$ cat src/rtl/cache_replacement_policy.sv
// Per-set victim-way selector for an N-way set-associative cache.
// One recency state vector per set; the victim for line_addr is presented combinationally.
module cache_replacement_policy #(
    parameter int N_WAYS     = 8,
    parameter int LINE_OFF_W = 0,
    parameter int REP_POLICY = 0
) (
    input  logic                                       clk,
    input  logic                                       reset,
    input  logic                                       write_en,
    input  logic [N_WAYS-1:0]                          way_hit,
    input  logic [(LINE_OFF_W > 0 ? LINE_OFF_W : 1)-1:0] line_addr,
    output logic [N_WAYS-1:0]                          way_select,
    output logic [$clog2(N_WAYS)-1:0]                  way_select_bin
);

    localparam int WAY_W  = $clog2(N_WAYS);
    localparam int SET_W  = (LINE_OFF_W > 0) ? LINE_OFF_W : 1;
    localparam int N_SETS = 1 << LINE_OFF_W;

    logic [SET_W-1:0]  set_idx;
    logic [N_WAYS-1:0] victim_oh;
    logic              do_update;

    // write_en is a single-cycle update strobe with no back-pressure; an empty way_hit is a no-op.
    assign do_update = write_en & (|way_hit);

    generate
        if (LINE_OFF_W == 0) begin : g_single_set
            logic unused_addr;
            assign unused_addr = line_addr[0];
            assign set_idx     = 1'b0;
        end else begin : g_multi_set
            assign set_idx = line_addr;
        end
    endgenerate

    generate
        if (REP_POLICY == 1) begin : g_plru_mru
            logic [N_WAYS-1:0] mru [N_SETS];
            logic [N_WAYS-1:0] hit_oh;
            logic [N_WAYS-1:0] mru_cur;
            logic [N_WAYS-1:0] mru_or;
            logic [N_WAYS-1:0] mru_next;
            logic [N_WAYS-1:0] free;

            assign hit_oh   = way_hit & (~way_hit + 1'b1);
            assign mru_cur  = mru[set_idx];
            assign mru_or   = mru_cur | hit_oh;
            assign mru_next = (&mru_or) ? hit_oh : mru_or;
            assign free     = ~mru_cur;
            assign victim_oh = (free == '0) ? N_WAYS'(1) : (free & (~free + 1'b1));

            always_ff @(posedge clk or negedge reset) begin
                if (!reset) begin
                    for (int s = 0; s < N_SETS; s++) mru[s] <= '0;
                end else if (do_update) begin
                    mru[set_idx] <= mru_next;
                end
            end
        end else if (REP_POLICY == 2) begin : g_plru_tree
            logic [N_WAYS-2:0] node [N_SETS];
            logic [N_WAYS-2:0] node_cur;
            logic [N_WAYS-2:0] node_next;
            logic [WAY_W-1:0]  hit_idx;
            logic              match;

            assign node_cur = node[set_idx];

            always_comb begin
                hit_idx = '0;
                for (int i = N_WAYS - 1; i >= 0; i--) begin
                    if (way_hit[i]) hit_idx = WAY_W'(i);
                end
            end

            // A leaf is the victim when every node on its path points towards it.
            always_comb begin
                victim_oh = '0;
                match     = 1'b0;
                for (int w = 0; w < N_WAYS; w++) begin
                    match = 1'b1;
                    for (int l = 0; l < WAY_W; l++) begin
                        if (node_cur[(1 << l) - 1 + (w >> (WAY_W - l))] != w[WAY_W-1-l]) match = 1'b0;
                    end
                    victim_oh[w] = match;
                end
            end

            always_comb begin
                node_next = node_cur;
                for (int l = 0; l < WAY_W; l++) begin
                    for (int j = 0; j < (1 << l); j++) begin
                        if ((hit_idx >> (WAY_W - l)) == WAY_W'(j)) begin
                            node_next[(1 << l) - 1 + j] = ~hit_idx[WAY_W-1-l];
                        end
                    end
                end
            end

            always_ff @(posedge clk or negedge reset) begin
                if (!reset) begin
                    for (int s = 0; s < N_SETS; s++) node[s] <= '0;
                end else if (do_update) begin
                    node[set_idx] <= node_next;
                end
            end
        end else begin : g_lru
            logic [WAY_W-1:0] cnt [N_SETS][N_WAYS];
            logic [WAY_W-1:0] hit_idx;
            logic [WAY_W-1:0] hit_val;
            logic             found;

            always_comb begin
                hit_idx = '0;
                for (int i = N_WAYS - 1; i >= 0; i--) begin
                    if (way_hit[i]) hit_idx = WAY_W'(i);
                end
            end

            assign hit_val = cnt[set_idx][hit_idx];

            always_comb begin
                victim_oh = '0;
                found     = 1'b0;
                for (int i = 0; i < N_WAYS; i++) begin
                    if (!found && cnt[set_idx][i] == '0) begin
                        victim_oh[i] = 1'b1;
                        found        = 1'b1;
                    end
                end
                if (!found) victim_oh[0] = 1'b1;
            end

            // Counters remain a permutation: the hit way becomes MRU, younger ways age by one.
            always_ff @(posedge clk or negedge reset) begin
                if (!reset) begin
                    for (int s = 0; s < N_SETS; s++) begin
                        for (int i = 0; i < N_WAYS; i++) cnt[s][i] <= WAY_W'(i);
                    end
                end else if (do_update) begin
                    for (int i = 0; i < N_WAYS; i++) begin
                        if (WAY_W'(i) == hit_idx) begin
                            cnt[set_idx][i] <= WAY_W'(N_WAYS - 1);
                        end else if (cnt[set_idx][i] > hit_val) begin
                            cnt[set_idx][i] <= cnt[set_idx][i] - 1'b1;
                        end
                    end
                end
            end
        end
    endgenerate

    assign way_select = victim_oh;

    always_comb begin
        way_select_bin = '0;
        for (int i = 0; i < N_WAYS; i++) begin
            if (victim_oh[i]) way_select_bin = way_select_bin | WAY_W'(i);
        end
    end

endmodule

$ cat config.mk
export PLATFORM = sky130hd
export DESIGN_NAME = cache_replacement_policy
export DESIGN_NICKNAME = d
export VERILOG_FILES = /design/src/rtl/cache_replacement_policy.sv
export SDC_FILE = /design/constraint.sdc
export NUM_CORES = 1
export LEC_CHECK = 0
export BUFFER_PORTS_ARGS = -buffer_cell sky130_fd_sc_hd__buf_2
export CORE_MARGIN = 4
export CORE_UTILIZATION = 63
export CTS_BUF_LIST = sky130_fd_sc_hd__clkbuf_4
export CTS_CLUSTER_SIZE = 24
export DETAILED_ROUTE_END_ITERATION = 8
export PLACE_DENSITY = 0.84
export SKIP_CTS_REPAIR_TIMING = 1
export SLEW_MARGIN = 25
export SYNTH_ARGS = -nofsm -noshare
export SYNTH_HDL_FRONTEND = slang
export SYNTH_SLANG_ARGS = --single-unit
$ cat constraint.sdc
create_clock -name clk -period 3.4 [get_ports clk]
set_clock_uncertainty 0.1 [all_clocks]
set_input_delay 0.17 -clock clk [delete_from_list [all_inputs] [get_ports clk]]
set_output_delay 0.17 -clock clk [all_outputs]
set_load 0.02 [all_outputs]
==> results of run 1 <==
## cell usage in the layout, fill, tap and decap left out, types with 3 or more instances in the layout
cell      synthesis  final
mux2i_1           4      4
nand2_1          26     26
a211oi_1          7      7
nor3_2            4      4
and2_1            7      7
buf_2             2     21
nand4_1          23     23
ha_1             32     32
and4_1            6      6
o21ai_1           6      6
buf_4             1     14
nand2b_1          7      7
inv_1            18     18
a22oi_1           5      5
nor2_1           31     31
nor2b_1           7      7
o21ai_0           9      9
dfstp_2          12     12
nand3_1           9      9
dfrtp_1          12     12
nor3_1            9      9
o211ai_1          4      4
clkbuf_4          0      3
o211ai_2          8      8
o21a_1            6      6
a21oi_1           5      5
nand4_2           3      3
a32oi_1           9      9
## final timing paths
check | start | end | slack, ps | cells past startpoint
max in group asynchronous | reset | g_lru.cnt[6] | 2570 | 2
worst min register to register | g_lru.cnt[15] | g_lru.cnt[15] | 440 | 1
min in group asynchronous | reset | g_lru.cnt[14] | 250 | 2
worst max-delay path | way_hit[4] | g_lru.cnt[20] | 410 | 14
worst min-delay path | way_hit[1] | g_lru.cnt[19] | 200 | 3
worst max register to register | g_lru.cnt[17] | g_lru.cnt[20] | 580 | 11
## routing by layer
layer / wire, µm / track usage
met4: 143 / 0.100
met2: 3270 / 0.459
met3: 479 / 0.0344
met5: 0 / 0
met1: 3150 / 0.365
## cell type report
class | count | share of cell area
clock buffers | 3 | 0.00765
inverters | 18 | 0.0229
multi-input cells | 263 | 0.664
flip-flops and latches | 24 | 0.209
well taps | 50 | 0.0212
repair buffers | 36 | 0.0748
## through the flow
step           std cells  hold WS (ps)  setup TNS [ps]  worst slack, ps  total power [mW]
2_1_floorplan        313          -226               0             6.92              1.94
3_3_place_gp         390          89.2               0             64.0              2.30
3_5_place_dp         390          93.9           -18.3            -18.3              2.38
4_1_cts              393          -273               0              323              2.52
5_1_grt              394           211               0              122              2.79
6_report             394           195               0              410              2.55
## worst max-delay path: stages
cell and delay (ps):
buf_2 120, o31ai_1 410, and2_1 280, nand2_1 70, and3_1 190, a311oi_1 280, a31oi_2 160, ha_1 400
nand2_1 60, a32o_1 200, a41oi_1 250, nand3_2 170, a221oi_2 280, a211oi_2 70
## power groups by stage
stage | registers, mW | logic, mW | clock network (mW)
2_1_floorplan | 0.549 | 1.39 | 0
3_3_place_gp | 0.594 | 1.70 | 0
3_5_place_dp | 0.600 | 1.78 | 0
4_1_cts | 0.594 | 1.79 | 0.136
5_1_grt | 0.619 | 2.03 | 0.145
6_report | 0.598 | 1.82 | 0.131
## logic make-up (layout without fill, tap and decap cells)
kind of cell    Yosys count  count (layout)  synth area share
compound gates           80              80             0.247
fa+ha+maj                32              32             0.150
buf+inv                  26              57            0.0416
flops                    24              24             0.230
mux                       4               4            0.0150
simple gates            147             147             0.317
==> impl_metrics.tcl, run 1 <==
set metrics [dict create \
    synth.top_cell.area_share 0.150 \
    drt_pass1_iterations 5 \
    cts-buffers-inserted 3 \
    startpoint_type "input port" \
    p_sw_frac 0.526 \
    ys_seq_elements 24 \
    max_freq_mhz 334 \
    ys_warn_count 0 \
    synth_area_leader_cell "ha_1" \
    setup.worst_path.class "input port to flop" \
    yosysMostFrequentCell "ha_1" \
    status "finished clean" \
    pwr-share-comb 0.713 \
    max_cap_violations 0 \
    nets 390 \
    setup_viol 0 \
    antenna_found_initial 0 \
    ys_top_cells_by_area "ha_1 (15%), dfstp_2 (12%), dfrtp_1 (11%)" \
    drt_iter0_drc 201 \
    ir_worst_vdd_v 0.000445 \
    p_leak_nw 1.34 \
    wl_per_cell_um 17.9 \
    place_area_mm2 0.00291 \
    rsz0062_at_grt "no" \
    layout-drive-gt1-share 0.235 \
    largest_reg_flops 24 \
    worstMarginPinSlew_ps 672 \
    yosysUniqueCellTypes 57 \
    pwr-share-clk 0.052 \
    num_rows 23 \
    grt_pass1_vias 2502 \
    chipHeight_um 73.2 \
    ioPinCount 23 \
    syn-cell-area_mm2 0.00268 \
    worstHoldPathType "input port to flop" \
    ys_seq_area_frac 0.230 \
    fin_crit_sh 0.879 \
    end_kind "flop" \
    hpwl_um 5460 \
    multi_input_area_mm2 0.00196 \
    viasPerCell 6.70 \
    slew_violations 0 \
    seq_power_share 0.235 \
    drc_errors 0 \
    synthCells 313 \
    syn_area_per_cell_um2 8.55 \
    cts_buffer_depth 2 \
    p_switching_mw 1.34 \
    synth_ff_type "dfstp_2" \
    cts_tree "yes" \
    top_register "g_lru.cnt" \
    grt_pass1_wl_um 11700 \
    clk_latency_ps 330 \
    vias 2639 \
    synth_edf_count 0 \
    seq_area_um2 616 \
    antenna_cells 0 \
    p_int_mw 1.21 \
    final_util 0.726 \
    worstPathRequired_ps 3520 \
    cp.arrival_ps 3110 \
    track_usage 0.276 \
    netlist_top_cells_count "ha_1 (32), nor2_1 (31), nand2_1 (26)" \
    htreeDepth 1 \
    fin_area_mm2 0.00295 \
    final.fill_count 331 \
    synthArstFlopShare 1.00 \
    syn_nets 357 \
    post-route-min-period_ps 2990 \
    core_area_mm2 0.00406 \
    hold_violations 0 \
    crit_fanout 6 \
    wl_um 7050 \
    relSlewSlack 0.551 \
    dieArea_mm2 0.00536 \
    area_growth_pct 10.0 \
    clock_sinks 24 \
    drtAntennaViolNets 0 \
    gp_congestion 0.979 \
    fp.dieW_um 73.2 \
    grt_max_degree 25 \
    grt_overflow 0 \
    clk_pin_slew_ps 130 \
    power_density_mw_per_mm2 864 \
    initial_core_util 0.660 \
    top_regs "g_lru.cnt (24)" \
    portBuffers 21 \
    root_buffer "clkbuf_4" \
]
Note: power is estimated with default switching activity, not from simulation.
==> run 2, diff against run 1 <==
--- a/config.mk
+++ b/config.mk
@@ -11,6 +11,7 @@
 export CTS_BUF_LIST = sky130_fd_sc_hd__clkbuf_4
 export CTS_CLUSTER_SIZE = 24
 export DETAILED_ROUTE_END_ITERATION = 8
+export GPL_TIMING_DRIVEN = 0
 export PLACE_DENSITY = 0.84
 export SKIP_CTS_REPAIR_TIMING = 1
 export SLEW_MARGIN = 25
==> run 2 against run 1 <==
Fmax is 5.2% lower. Worst hold slack better by 38 ps. Register-to-register slack worse by 140 ps. Die area stayed put. Clock power is 11% higher. Critical endpoint unchanged. Critical path type unchanged. Via count is 4.0% higher. Clock-buffer cell count stayed put. Setup slack worse by 170 ps.
==> impl_metrics.tcl, run 2 (synthesis gave the netlist of run 1 again) <==
set metrics [dict create \
    final_common_cell "ha_1" \
    grt_max_degree 25 \
    dieArea_mm2 0.00536 \
    viasPerCell 7.07 \
    wl_um 7390 \
    grt_pass1_vias 2570 \
    final_cell_mix "ha_1 (32), nor2_1 (31), nand2_1 (26)" \
    startpoint_type "input port" \
    fin_crit_sh 0.928 \
    grt_pass1_wl_um 12100 \
    num_rows 23 \
    layout-drive-gt1-share 0.219 \
    end_kind "flop" \
    cts-buffers-inserted 3 \
    clock_sinks 24 \
    max_cap_violations 0 \
    relSlewSlack 0.396 \
    dpl.cell_count 384 \
    area_growth_pct 8.93 \
    fin_area_mm2 0.00292 \
    place_area_mm2 0.00285 \
    largest_reg_flops 24 \
    root_buffer "clkbuf_4" \
    drt_pass1_iterations 6 \
    power_density_mw_per_mm2 885 \
    wl_per_cell_um 19.0 \
    post-route-min-period_ps 3160 \
    core_area_mm2 0.00406 \
    setup.worst_path.class "input port to flop" \
    top_regs "g_lru.cnt (24)" \
    seq_area_um2 616 \
    hpwl_um 5470 \
    stdcell_count 388 \
    power_mw 2.58 \
    chipHeight_um 73.2 \
    initial_core_util 0.660 \
    antenna_cells 0 \
    final_util 0.719 \
    slew_violations 0 \
    crit_fanout 15 \
    nets 383 \
    antenna_found_initial 0 \
    drtAntennaViolNets 0 \
    setup_viol 0 \
    ioPinCount 23 \
    hold_violations 0 \
    final.fill_count 313 \
    fp.dieW_um 73.2 \
    multi_input_area_mm2 0.00199 \
    worstPathRequired_ps 3540 \
    track_usage 0.285 \
    ir_worst_vdd_v 0.000425 \
    worstMarginPinSlew_ps 900 \
    worstHoldPathType "input port to asynchronous set/reset pin" \
    cp.arrival_ps 3290 \
    clk_pin_slew_ps 160 \
    cts_tree "yes" \
    p_leak_nw 1.30 \
    grt_overflow 0 \
    portBuffers 21 \
    gp_congestion 0.921 \
    drc_errors 0 \
    vias 2744 \
    top_register "g_lru.cnt" \
    cts_buffer_depth 2 \
    status "finished clean" \
    htreeDepth 1 \
    rsz0062_at_grt "no" \
    max_freq_mhz 317 \
    finalSetupTns_ps 0 \
    drt_iter0_drc 328 \
    clk_latency_ps 340 \
]
==> run 2: cell types whose count changed in the layout (fill, tap and decap cells not counted), moves of 2 or more <==
| cell | delta |
|---|---|
| o21ai_0 | -2 |
| buf_2 | +2 |
| buf_4 | -13 |
| clkbuf_1 | +3 |
==> run 2: final timing paths <==
path | startpoint | to | slack, ps | depth (start not counted)
min | reset | g_lru.cnt[17] | 230 | 2
min reg2reg | g_lru.cnt[15] | g_lru.cnt[15] | 480 | 1
max reg2reg | g_lru.cnt[18] | g_lru.cnt[20] | 440 | 11
min in group clk | way_hit[1] | g_lru.cnt[19] | 240 | 3
max | way_hit[5] | g_lru.cnt[20] | 240 | 15
max in group asynchronous | reset | g_lru.cnt[6] | 2580 | 2
==> run 2: layer usage <==
layer  vias to the layer above  track usage  routed length (µm)
li1                       1258            -                   -
met1                      1299        0.388                3160
met5                         -            0                   0
met2                       159        0.442                3390
met4                         0        0.135                 216
met3                        28       0.0427                 617
==> run 2: area by class of cell <==
| type | count | area share |
|---|---|---|
| multi-input cells | 263 | 0.682 |
| flip-flops and latches | 24 | 0.211 |
| repair buffers | 22 | 0.0395 |
| inverters | 18 | 0.0232 |
| well taps | 50 | 0.0215 |
| plain buffers | 7 | 0.0137 |
| clock buffers | 3 | 0.00772 |
| clock inverters | 1 | 0.00129 |
==> run 2: through the flow <==
step / hold WS (ps) / setup slack [ps]
CTS: -272 / -338
global route: 236 / 78.7
global placement: 92.1 / -877
detailed placement: 97.5 / -615
floorplan: -226 / 6.92
finish: 233 / 245
==> run 2: worst max-delay path, stage by stage <==
cell	delay (ps)
buf_2	150
o31ai_4	340
and2_1	190
buf_2	260
nand2_1	80
and3_1	200
a311oi_2	310
a31oi_4	130
ha_1	390
nand2_1	60
a32o_1	200
a41oi_1	250
nand3_2	180
a221oi_2	300
a211oi_2	80
==> run 2: where the power goes <==
group / internal [mW] / total, mW / switching (mW) / leakage, nW
clock network: 0.0432 / 0.145 / 0.102 / 0.0154
registers: 0.460 / 0.602 / 0.142 / 0.261
logic: 0.697 / 1.83 / 1.14 / 1.03
==> run 3, diff against run 2 <==
--- a/config.mk
+++ b/config.mk
@@ -5,14 +5,15 @@
 export SDC_FILE = /design/constraint.sdc
 export NUM_CORES = 1
 export LEC_CHECK = 0
+export ABC_AREA = 1
 export BUFFER_PORTS_ARGS = -buffer_cell sky130_fd_sc_hd__buf_2
 export CORE_MARGIN = 4
-export CORE_UTILIZATION = 63
+export CORE_UTILIZATION = 62
 export CTS_BUF_LIST = sky130_fd_sc_hd__clkbuf_4
 export CTS_CLUSTER_SIZE = 24
 export DETAILED_ROUTE_END_ITERATION = 8
 export GPL_TIMING_DRIVEN = 0
-export PLACE_DENSITY = 0.84
+export PLACE_DENSITY = 0.82
 export SKIP_CTS_REPAIR_TIMING = 1
 export SLEW_MARGIN = 25
 export SYNTH_ARGS = -nofsm -noshare
==> constraint.sdc (replaced) <==
create_clock -name clk -period 3.5 [get_ports clk]
set_clock_uncertainty 0.1 [all_clocks]
set_input_delay 0.175 -clock clk [delete_from_list [all_inputs] [get_ports clk]]
set_output_delay 0.175 -clock clk [all_outputs]
set_load 0.02 [all_outputs]
==> run 3 against run 2 <==
Combinational power rose by 11%. Utilization fell by 1.2 points. Routed wire length fell by 9.6%. Final area fell by 1.6%. First-iteration DRC count fell by 18%. Sequential share of layout area rose by 0.35 points. Die area rose by 0.14%. Sequential power rose by 9.0%. Critical path depth rose by 9. Total power rose by 13%. Via count fell by 3.9%. Critical endpoint is now g_lru.cnt[17]. Largest cell class unchanged.
==> impl_metrics.tcl, run 3 <==
set metrics [dict create \
    rsz0062_at_grt "no" \
    final_common_cell "nand2_1" \
    cts-buffers-inserted 3 \
    clock_sinks 24 \
    finalSetupTns_ps 0 \
    clk_latency_ps 330 \
    worstReg2RegEnd "g_lru.cnt[17]" \
    drc_errors 0 \
    chipHeight_um 73.2 \
    hold_violations 0 \
    power_mw 2.91 \
    place_area_mm2 0.00281 \
    nets 466 \
    synth_edf_count 0 \
    track_usage 0.269 \
    place_ws_ps 262 \
    clk_pin_slew_ps 150 \
    worst-path-stages 24 \
    vias 2637 \
    netlist_top_cells_count "nand2_1 (126), inv_1 (61), nand3_1 (57)" \
    setup_slack_ps 612 \
    r2r_cells 15 \
    cpMostUsedCell "nand2_1" \
    cp.arrival_ps 3070 \
    yosysUniqueCellTypes 30 \
    grt_overflow 0 \
    stdcell_count 471 \
    worstSetupEndpoint "g_lru.cnt[17]" \
    synth_area_leader_cell "nand2_1" \
    gp_congestion 0.936 \
    root_buffer "clkbuf_4" \
    worstMarginPinSlew_ps 844 \
    synth.top_cell.area_share 0.179 \
    synthArstFlopShare 1.00 \
    fin_crit_sh 0.825 \
    antenna_cells 0 \
    synth_ff_type "dfstp_2" \
    num_rows 23 \
    ys_seq_area_frac 0.233 \
    worstHoldPathType "input port to asynchronous set/reset pin" \
    critical_path_buf_inv_count 5 \
    slew_violations 0 \
    cts_tree "yes" \
    area_growth_pct 8.72 \
    cp_cell_sequence "buf_2 -> inv_2 -> nand2_1 -> nand2_1 -> nand2_1 -> nand2_1 -> nand2_4 -> nand2_4 -> inv_1 -> nor2_1 -> inv_1 -> o221ai_1 -> a21oi_1 -> a21oi_1 -> ha_1 -> nand3_1 -> nand2_1 -> inv_1 -> nand2_1 -> nand2_1 -> nand2_2 -> nand2_2 -> nand2_1 -> nand2_1" \
    drt_iter0_drc 268 \
    syn_nets 439 \
    max_freq_mhz 346 \
    dieArea_mm2 0.00536 \
    portBuffers 21 \
    drt_pass1_iterations 5 \
    cpMaxStageDelayCell "a21oi_1" \
    htreeDepth 1 \
    top_register "g_lru.cnt" \
    antenna_found_initial 0 \
    post-route-min-period_ps 2890 \
    rrSetupSlack_ps 850 \
    initial_core_util 0.650 \
    core_area_mm2 0.00406 \
    ys_warn_count 0 \
    final_cell_mix "nand2_1 (126), inv_1 (61), nand3_1 (57)" \
    relSlewSlack 0.437 \
    grt_pass1_wl_um 11400 \
    synthCells 395 \
    grt_max_degree 25 \
    crit_fanout 9 \
    drtAntennaViolNets 0 \
    dpl.cell_count 466 \
    max_cap_violations 0 \
    startpoint "way_hit[5]" \
    yosysMostFrequentCell "nand2_1" \
    status "finished clean" \
    top_regs "g_lru.cnt (24)" \
    wl_per_cell_um 14.2 \
    path_delay_family "simple AND/OR/NAND/NOR gates" \
    cp_slowest_stage_delay_ps 690 \
    ys_top_cells_by_area "nand2_1 (18%), ha_1 (15%), dfstp_2 (12%)" \
    p_leak_nw 1.62 \
    ioPinCount 23 \
    power_density_mw_per_mm2 1010 \
    syn-cell-area_mm2 0.00264 \
    setup.worst_path.class "input port to flop" \
    end_kind "flop" \
    setup_viol 0 \
    startpoint_type "input port" \
    layout-drive-gt1-share 0.176 \
    largest_reg_flops 24 \
    timing.rr.start "g_lru.cnt[2]" \
    ir_worst_vdd_v 0.000536 \
    worstPathRequired_ps 3680 \
    syn_area_per_cell_um2 6.68 \
    fp.dieW_um 73.2 \
    wl_um 6680 \
    ys_seq_elements 24 \
    viasPerCell 5.60 \
    hpwl_um 5020 \
    cts_buffer_depth 2 \
    grt_pass1_vias 2497 \
    fin_area_mm2 0.00287 \
]
run 3: worst register-to-register path: stages (launching register included):
cell      delay [ps]
dfstp_2          430
nor3_1           210
a21oi_1           60
o21ai_0           80
a211oi_1          60
a21oi_1          670
ha_1             400
nand3_1          100
nand2_1           50
inv_1             40
nand2_1           40
nand2_1           70
nand2_2           80
nand2_2           90
nand2_1           60
nand2_1           60
run 3: how the worst min path moves through the flow:
stage | endpoint | depth (start not counted)
after floorplan | g_lru.cnt[10] | 0
after global placement | g_lru.cnt[20] | 1
after detailed placement | g_lru.cnt[20] | 1
after CTS | g_lru.cnt[17] | 1
after global routing | g_lru.cnt[20] | 2
final | g_lru.cnt[20] | 2
run 3: through the flow:
step | util | hold WS [ps]
final | 0.707 | 242
after global routing | 0.707 | 278
after CTS | 0.705 | -280
after detailed placement | 0.692 | 96.1
after global placement | 0.692 | 90.8
after floorplan | - | -221
run 3: cell type report:
cell class	instances	area, µm²
Tap cell	50	62.6
Fill cell	370	1190
Sequential cell	24	616
Clock inverter	1	30.0
Timing Repair Buffer	22	115
Inverter	67	254
Multi-Input combinational cell	301	1760
Buffer	3	12.5
Clock buffer	3	22.5
run 3: report_power, final:
group | internal (mW) | total, mW | switching, mW
Sequential | 0.473 | 0.656 | 0.183
Combinational | 0.761 | 2.04 | 1.28
Clock | 0.116 | 0.211 | 0.0953
run 3: cells by family (layout without fill, tap and decap cells):
logic type,after synthesis,after routing,share of synthesized area
buffers and inverters,70,96,0.101
adders and majority gates,32,32,0.152
xor gates and xnor gates,8,8,0.0266
AOI/OAI and AO/OA,20,20,0.0526
DFF,24,24,0.233
and+or+nand+nor,241,241,0.435
run 3: routing by layer:
| metal | vias to the layer above | track usage | wire length (µm) |
|---|---|---|---|
| li1 | 1331 | - | - |
| met1 | 1206 | 0.354 | 2980 |
| met2 | 89 | 0.469 | 3250 |
| met3 | 11 | 0.0179 | 348 |
| met4 | 0 | 0.0758 | 100 |
| met5 | - | 0 | 0 |
